--- config.mk ---
export PLATFORM = sky130hd
export DESIGN_NAME = regfile_wb_arbiter_flat
export DESIGN_NICKNAME = d
export VERILOG_FILES = /design/src/rtl/regfile_wb_arbiter_if.sv /design/src/rtl/regfile_wb_arbiter.sv /design/src/flat_wrapper.sv
export SDC_FILE = /design/constraint.sdc
export NUM_CORES = 1
export LEC_CHECK = 0
export BUFFER_PORTS_ARGS = -buffer_cell sky130_fd_sc_hd__buf_4
export CAP_MARGIN = 20
export CORE_ASPECT_RATIO = 0.9
export CORE_UTILIZATION = 48
export DETAILED_ROUTE_END_ITERATION = 16
export GPL_ROUTABILITY_DRIVEN = 1
export PLACE_DENSITY = 0.88
export SLEW_MARGIN = 0
export SYNTH_ARGS = -nofsm -noshare
export SYNTH_HDL_FRONTEND = slang
export SYNTH_SLANG_ARGS = --single-unit
--- constraint.sdc ---
create_clock -name CLK -period 3.5 [get_ports CLK]
set_input_delay 0.175 -clock CLK [delete_from_list [all_inputs] [get_ports CLK]]
set_output_delay 0.175 -clock CLK [all_outputs]
set_load 0.01 [all_outputs]
--- src/rtl/regfile_wb_arbiter_if.sv ---
// Issue, writeback-source and register-file write signals of the writeback arbiter.
interface regfile_wb_arbiter_if #(
    parameter int unsigned XLEN = 32,
    parameter int unsigned AW   = 5
);
    localparam int unsigned CW = 6;

    // Issue stage
    logic            Issue_Valid;
    logic [AW-1:0]   Issue_SR1;
    logic [AW-1:0]   Issue_SR2;
    logic [AW-1:0]   Issue_DR;
    logic            Issue_WB;
    logic            Issue_Stall;

    // Writeback source A (ALU)
    logic            A_Valid;
    logic [AW-1:0]   A_DR;
    logic [XLEN-1:0] A_Data;
    logic            A_Ready;

    // Writeback source B (LSU)
    logic            B_Valid;
    logic [AW-1:0]   B_DR;
    logic [XLEN-1:0] B_Data;
    logic            B_Ready;

    // Register file write port and status
    logic            RegW;
    logic [AW-1:0]   DR;
    logic [XLEN-1:0] Reg_In;
    logic [CW-1:0]   Busy_Count;
    logic            Err_Unexp;

    modport master (
        output Issue_Valid, Issue_SR1, Issue_SR2, Issue_DR, Issue_WB,
        output A_Valid, A_DR, A_Data,
        output B_Valid, B_DR, B_Data,
        input  Issue_Stall, A_Ready, B_Ready,
        input  RegW, DR, Reg_In, Busy_Count, Err_Unexp
    );

    modport slave (
        input  Issue_Valid, Issue_SR1, Issue_SR2, Issue_DR, Issue_WB,
        input  A_Valid, A_DR, A_Data,
        input  B_Valid, B_DR, B_Data,
        output Issue_Stall, A_Ready, B_Ready,
        output RegW, DR, Reg_In, Busy_Count, Err_Unexp
    );
endinterface

--- src/rtl/regfile_wb_arbiter.sv ---
// Register-file write-port scheduler: round-robin on contention between ALU and LSU
// writebacks, plus a per-register busy scoreboard that stalls issue on RAW/WAW hazards.
module regfile_wb_arbiter #(
    parameter int unsigned XLEN = 32,
    parameter int unsigned NREG = 32,
    parameter int unsigned AW   = 5
) (
    input logic                 CLK,
    input logic                 RST,
    regfile_wb_arbiter_if.slave bus
);
    localparam int unsigned CW = 6;

    typedef enum logic {
        PRIO_A = 1'b0,
        PRIO_B = 1'b1
    } prio_e;

    prio_e           prio_q, prio_d;
    logic [NREG-1:0] busy_q, busy_d;
    logic [CW-1:0]   cnt_q, cnt_d;
    logic            err_q;
    logic            regw_q;
    logic [AW-1:0]   dr_q;
    logic [XLEN-1:0] reg_in_q;

    logic            a_gnt_c, b_gnt_c, xfer_c;
    logic [AW-1:0]   gnt_dr_c;
    logic [XLEN-1:0] gnt_data_c;
    logic            stall_c, set_c, clr_c;

    // Priority register: names the source that wins the next contention cycle
    always_ff @(posedge CLK or posedge RST) begin
        if (RST) prio_q <= PRIO_A;
        else     prio_q <= prio_d;
    end

    // Grant selection; priority flips only when both sources request
    always_comb begin
        prio_d     = prio_q;
        a_gnt_c    = 1'b0;
        b_gnt_c    = 1'b0;
        gnt_dr_c   = bus.A_DR;
        gnt_data_c = bus.A_Data;
        if (bus.A_Valid && bus.B_Valid) begin
            if (prio_q == PRIO_A) begin
                a_gnt_c = 1'b1;
                prio_d  = PRIO_B;
            end else begin
                b_gnt_c = 1'b1;
                prio_d  = PRIO_A;
            end
        end else begin
            a_gnt_c = bus.A_Valid;
            b_gnt_c = bus.B_Valid;
        end
        if (b_gnt_c) begin
            gnt_dr_c   = bus.B_DR;
            gnt_data_c = bus.B_Data;
        end
    end

    assign xfer_c = a_gnt_c | b_gnt_c;

    // Hazard detection and next scoreboard contents; x0 is never marked busy
    always_comb begin
        stall_c = bus.Issue_Valid &&
                  (busy_q[bus.Issue_SR1] || busy_q[bus.Issue_SR2] ||
                   (bus.Issue_WB && busy_q[bus.Issue_DR]));
        set_c   = bus.Issue_Valid && !stall_c && bus.Issue_WB && (bus.Issue_DR != '0);
        clr_c   = regw_q && busy_q[dr_q];
        busy_d  = busy_q;
        if (clr_c) busy_d[dr_q] = 1'b0;
        if (set_c) busy_d[bus.Issue_DR] = 1'b1;
        busy_d[0] = 1'b0;
        cnt_d   = cnt_q + CW'(set_c) - CW'(clr_c);
    end

    // Scoreboard, pending-write count and sticky unexpected-write flag
    always_ff @(posedge CLK or posedge RST) begin
        if (RST) begin
            busy_q <= '0;
            cnt_q  <= '0;
            err_q  <= 1'b0;
        end else begin
            busy_q <= busy_d;
            cnt_q  <= cnt_d;
            if (regw_q && !busy_q[dr_q]) err_q <= 1'b1;
        end
    end

    // Register-file write stage; a write to x0 is transferred but not enabled
    always_ff @(posedge CLK or posedge RST) begin
        if (RST) begin
            regw_q   <= 1'b0;
            dr_q     <= '0;
            reg_in_q <= '0;
        end else if (xfer_c) begin
            regw_q   <= (gnt_dr_c != '0);
            dr_q     <= gnt_dr_c;
            reg_in_q <= gnt_data_c;
        end else begin
            regw_q   <= 1'b0;
        end
    end

    assign bus.Issue_Stall = stall_c;
    assign bus.A_Ready     = a_gnt_c;
    assign bus.B_Ready     = b_gnt_c;
    assign bus.RegW        = regw_q;
    assign bus.DR          = dr_q;
    assign bus.Reg_In      = reg_in_q;
    assign bus.Busy_Count  = cnt_q;
    assign bus.Err_Unexp   = err_q;
endmodule

--- src/flat_wrapper.sv ---
// flat-port wrapper written by rule: the top's interface ports become plain ports
module regfile_wb_arbiter_flat 
#(
    parameter int unsigned XLEN = 32,
    parameter int unsigned NREG = 32,
    parameter int unsigned AW   = 5
)
  (CLK, RST, bus_Issue_Valid, bus_Issue_SR1, bus_Issue_SR2, bus_Issue_DR, bus_Issue_WB, bus_A_Valid, bus_A_DR, bus_A_Data, bus_B_Valid, bus_B_DR, bus_B_Data, bus_Issue_Stall, bus_A_Ready, bus_B_Ready, bus_RegW, bus_DR, bus_Reg_In, bus_Busy_Count, bus_Err_Unexp);
  regfile_wb_arbiter_if #(.XLEN(XLEN), .AW(AW)) bus_i ();
  input logic CLK;
  input logic RST;
  input wire logic [$bits(bus_i.Issue_Valid)-1:0] bus_Issue_Valid;
  input wire logic [$bits(bus_i.Issue_SR1)-1:0] bus_Issue_SR1;
  input wire logic [$bits(bus_i.Issue_SR2)-1:0] bus_Issue_SR2;
  input wire logic [$bits(bus_i.Issue_DR)-1:0] bus_Issue_DR;
  input wire logic [$bits(bus_i.Issue_WB)-1:0] bus_Issue_WB;
  input wire logic [$bits(bus_i.A_Valid)-1:0] bus_A_Valid;
  input wire logic [$bits(bus_i.A_DR)-1:0] bus_A_DR;
  input wire logic [$bits(bus_i.A_Data)-1:0] bus_A_Data;
  input wire logic [$bits(bus_i.B_Valid)-1:0] bus_B_Valid;
  input wire logic [$bits(bus_i.B_DR)-1:0] bus_B_DR;
  input wire logic [$bits(bus_i.B_Data)-1:0] bus_B_Data;
  output wire logic [$bits(bus_i.Issue_Stall)-1:0] bus_Issue_Stall;
  output wire logic [$bits(bus_i.A_Ready)-1:0] bus_A_Ready;
  output wire logic [$bits(bus_i.B_Ready)-1:0] bus_B_Ready;
  output wire logic [$bits(bus_i.RegW)-1:0] bus_RegW;
  output wire logic [$bits(bus_i.DR)-1:0] bus_DR;
  output wire logic [$bits(bus_i.Reg_In)-1:0] bus_Reg_In;
  output wire logic [$bits(bus_i.Busy_Count)-1:0] bus_Busy_Count;
  output wire logic [$bits(bus_i.Err_Unexp)-1:0] bus_Err_Unexp;
  assign bus_i.Issue_Valid = bus_Issue_Valid;
  assign bus_i.Issue_SR1 = bus_Issue_SR1;
  assign bus_i.Issue_SR2 = bus_Issue_SR2;
  assign bus_i.Issue_DR = bus_Issue_DR;
  assign bus_i.Issue_WB = bus_Issue_WB;
  assign bus_i.A_Valid = bus_A_Valid;
  assign bus_i.A_DR = bus_A_DR;
  assign bus_i.A_Data = bus_A_Data;
  assign bus_i.B_Valid = bus_B_Valid;
  assign bus_i.B_DR = bus_B_DR;
  assign bus_i.B_Data = bus_B_Data;
  assign bus_Issue_Stall = bus_i.Issue_Stall;
  assign bus_A_Ready = bus_i.A_Ready;
  assign bus_B_Ready = bus_i.B_Ready;
  assign bus_RegW = bus_i.RegW;
  assign bus_DR = bus_i.DR;
  assign bus_Reg_In = bus_i.Reg_In;
  assign bus_Busy_Count = bus_i.Busy_Count;
  assign bus_Err_Unexp = bus_i.Err_Unexp;
  regfile_wb_arbiter #(.XLEN(XLEN), .NREG(NREG), .AW(AW)) u_core (.CLK(CLK), .RST(RST), .bus(bus_i));
endmodule
==> impl_metrics.env <==
export IMPL_ys_seq_area_share_pct=39.5
export IMPL_antennaDiodeCount=0
export IMPL_hold_viol_final=0
export IMPL_dieHeight_um=97.6
export IMPL_drv_cap=0
export IMPL_synth_xor_area_share_pct=1.08
export IMPL_ys_types=65
export IMPL_grtUsageMet1_pct=38.3
export IMPL_p_switching_mw=1.75
export IMPL_fin_ws_ns=0.197
export IMPL_crit_family="compound AO/OA/AOI/OAI gates"
export IMPL_power_density_nw_per_um2=710
export IMPL_design_area_um2=6250
export IMPL_htree_levels=3
export IMPL_grt_usage_pct=29.8
export IMPL_clock_latency_ns=0.33
export IMPL_period_needed_ns=3.30
export IMPL_fin_crit_sh_pct=94.4
export IMPL_worstPathRequired_ns=3.75
export IMPL_synth_edf_count=0
export IMPL_synth_simple_area_share_pct=14.6
export IMPL_grt_pass1_wl_um=24100
export IMPL_rsz0062_at_grt="no"
export IMPL_gr_usage_met2_pct=46.6
export IMPL_start_kind="register"
export IMPL_synth_top_area_cell="dfrtp_1"
export IMPL_max_freq_mhz=303
export IMPL_root_buffer="clkbuf_16"
export IMPL_core_rowCount=34
export IMPL_hold_class="in -> reg"
export IMPL_avgSynthCellArea_um2=10.5
export IMPL_dieArea_um2=10600
export IMPL_wl_um=15400
export IMPL_vias=4581
export IMPL_combPwrFrac_pct=41.2
export IMPL_critical_path_endpoint_type="register"
export IMPL_cts_tree="built"
export IMPL_regToRegSetupSlack_ns=0.20
export IMPL_nets=690
export IMPL_netlist_top_cells_area="dfrtp_1 40%, mux4_2 8.3%, nand2_1 5.6%, a22oi_1 5.2%, o31ai_1 4.9%"
export IMPL_dr_first_iter_drc_count=598
export IMPL_clockBufferDepth=2
export IMPL_antenna_found_initial=0
export IMPL_numCtsBuffers=9
export IMPL_intPower_mw=2.69
export IMPL_crit_path_top_delay_cell="dfrtp_1"
export IMPL_outcome="completed"
export IMPL_setup_tns_final_ns=0
export IMPL_fillers=777
export IMPL_start_util_pct=49.8
export IMPL_synth_top_family_by_area="compound AO/OA/AOI/OAI gates"
export IMPL_dp_slack_ns=0.0904
export IMPL_worstMarginPinSlew_ns=0.959
export IMPL_syn_num_nets=567
export IMPL_fin_skew_ns=0.00845
export IMPL_place_gp_congestion=0.934
export IMPL_vias_per_cell=6.37
export IMPL_io_pins=143
export IMPL_cp_cell_sequence="mux4_2 -> a22oi_1 -> o221ai_1 -> o21ai_2 -> inv_1 -> ha_1 -> inv_1 -> ha_1 -> fa_1 -> a21o_1 -> a21oi_1 -> xnor2_1"
export IMPL_slew_viol_final=0
export IMPL_met3_usage_pct=6.30
export IMPL_ir_worst_vdd_v=0.000343
export IMPL_top_usage_layer="met2"
export IMPL_synth_compound_area_share_pct=21.0
export IMPL_synthAdderAreaFrac_pct=1.95
export IMPL_synth_warnings=0
export IMPL_syn_area_um2=4880
export IMPL_finalSetupViolations=0
export IMPL_synth_flop_cell="dfrtp_1"
export IMPL_synth_top_area_share_pct=39.5
export IMPL_cp_max_fo=14
export IMPL_dp_hpwl_um=11000
export IMPL_first_pass_iters=5
export IMPL_area_growth_syn_to_layout_pct=28.1
export IMPL_cp_buffers_inverters=2
export IMPL_relSlewSlack_pct=36.0
export IMPL_worst_setup_path_type="reg -> reg"
export IMPL_worst_hold_slack_ns=0.0376
export IMPL_grt_overflow_total=0
export IMPL_avgRoutedWirePerCell_um=21.5
export IMPL_core_area_um2=9780
export IMPL_cpPeakStageDelay_ns=0.68
export IMPL_netlist_instances=465
export IMPL_placed_area_um2=5940
export IMPL_ys_async_sr_fraction_pct=100
export IMPL_worstHoldPathCells=3
export IMPL_r2r_cells=12
export IMPL_cp_num_cells=12
export IMPL_power_share_sequential_pct=37.6
export IMPL_grt_pass1_vias=4719
export IMPL_drive_gt1_share_pct=34.2
export IMPL_clkSlewWorstSetupHoldPaths_ns=0.07
export IMPL_leakage_nw=2.80
export IMPL_layout_commonest_cell="buf_4"
export IMPL_port_buffers=142
export IMPL_cp_arrival_ns=3.55
export IMPL_grt_max_degree=64
export IMPL_cts_sinks=77
export IMPL_layout_cells_most_common_list="151 x buf_4, 76 x dfrtp_1, 73 x nand2_1, 34 x a22oi_1, 32 x o31ai_1"
export IMPL_synth_mux_area_share_pct=15.3
export IMPL_drc_errors=0
export IMPL_dieWidth_um=108
export IMPL_clockPowerShare_pct=21.2
export IMPL_drtAntennaViolNets=0
export IMPL_synth_seq_cells=77
export IMPL_swShare_pct=39.4
[through the flow]
stage | std cells | power, mW | util (%)
finish | 719 | 4.43 | 63.8
floorplan | 465 | 2.76 | -
detailed placement | 702 | 3.45 | 60.7
CTS | 719 | 4.39 | 63.8
global placement | 702 | 3.33 | 60.7
global route | 719 | 4.63 | 63.8
[layer usage]
layer | up-vias | routed length (µm)
met5 | - | 0
met4 | 0 | 624
met3 | 59 | 1640
met2 | 288 | 7320
met1 | 2202 | 5840
li1 | 2032 | -
[worst paths after layout]
check	start	endpoint
setup reg to reg	u_core.bus.DR[1]	u_core.bus.Busy_Count[4]
max in group asynchronous	RST	u_core.bus.DR[0]
hold / removal	bus_A_Data[31]	u_core.bus.Reg_In[31]
setup / recovery	u_core.bus.DR[1]	u_core.bus.Busy_Count[4]
min in group asynchronous	RST	u_core.bus.Busy_Count[4]
hold reg to reg	u_core.prio_q	u_core.prio_q
[registers in the layout, indices dropped and copies added (netlist names)]
register and flops:
u_core.bus.Busy_Count 6, u_core.bus.RegW 1, u_core.bus.DR 5, u_core.bus.Err_Unexp 1
u_core.bus.Reg_In 32, u_core.prio_q 1, u_core.busy_q 31
[kinds of logic (layout without fill, tap and decap cells)]
logic type / count (synthesis) / count (layout)
compound gates: 133 / 133
xor+xnor: 6 / 6
fa+ha+maj: 7 / 7
buf+inv: 58 / 186
flops: 77 / 77
mux: 45 / 45
simple gates: 139 / 139
[what timing repair did]
item	4_1_cts	5_1_grt
buffers inserted	0	0
endpoints found under the setup margin	0	2
gates resized for setup	0	1
hold buffers	1	0
endpoints found under the hold margin	14	0
[synth_stat cells, drive strengths merged (3+ instances only)]
master	n
o41ai	27
or3b	4
mux4	22
a21oi	6
xnor2	5
o31ai	32
mux2	3
ha	6
clkbuf	20
nand3b	8
dfrtp	77
or3	6
nor3b	3
a2bb2oi	3
nand4	4
mux2i	20
nand3	5
o21ai	12
nand2b	7
a22oi	34
o221ai	3
nand2	73
nor2	11
inv	18
buf	20
[area by class of cell]
type / count / area [µm²] / area share, %
multi-input combinational: 330 / 2650 / 42.4
sequential: 77 / 1930 / 30.9
timing repair buffer: 152 / 1140 / 18.3
clock buffer: 10 / 229 / 3.67
tap: 126 / 158 / 2.52
clock inverter: 6 / 70.1 / 1.12
inverter: 18 / 67.6 / 1.08
[power groups by stage]
| stage | Combinational, mW | Sequential, mW | Clock [mW] |
|---|---|---|---|
| after floorplan | 1.27 | 1.49 | 0 |
| after global placement | 1.71 | 1.61 | 0 |
| after detailed placement | 1.81 | 1.64 | 0 |
| after CTS | 1.81 | 1.63 | 0.949 |
| after global routing | 1.96 | 1.69 | 0.986 |
| final | 1.83 | 1.67 | 0.941 |
[worst reg2reg max path, cell delays in order, from the launching register on]
cell and delay, ns:
dfrtp_1 0.68, mux4_2 0.40, a22oi_1 0.24, o221ai_1 0.19, o21ai_2 0.20, inv_1 0.06
ha_1 0.27, inv_1 0.04, ha_1 0.22, fa_1 0.41, a21o_1 0.18, a21oi_1 0.18
xnor2_1 0.15
(Power assumes the default switching activity.)
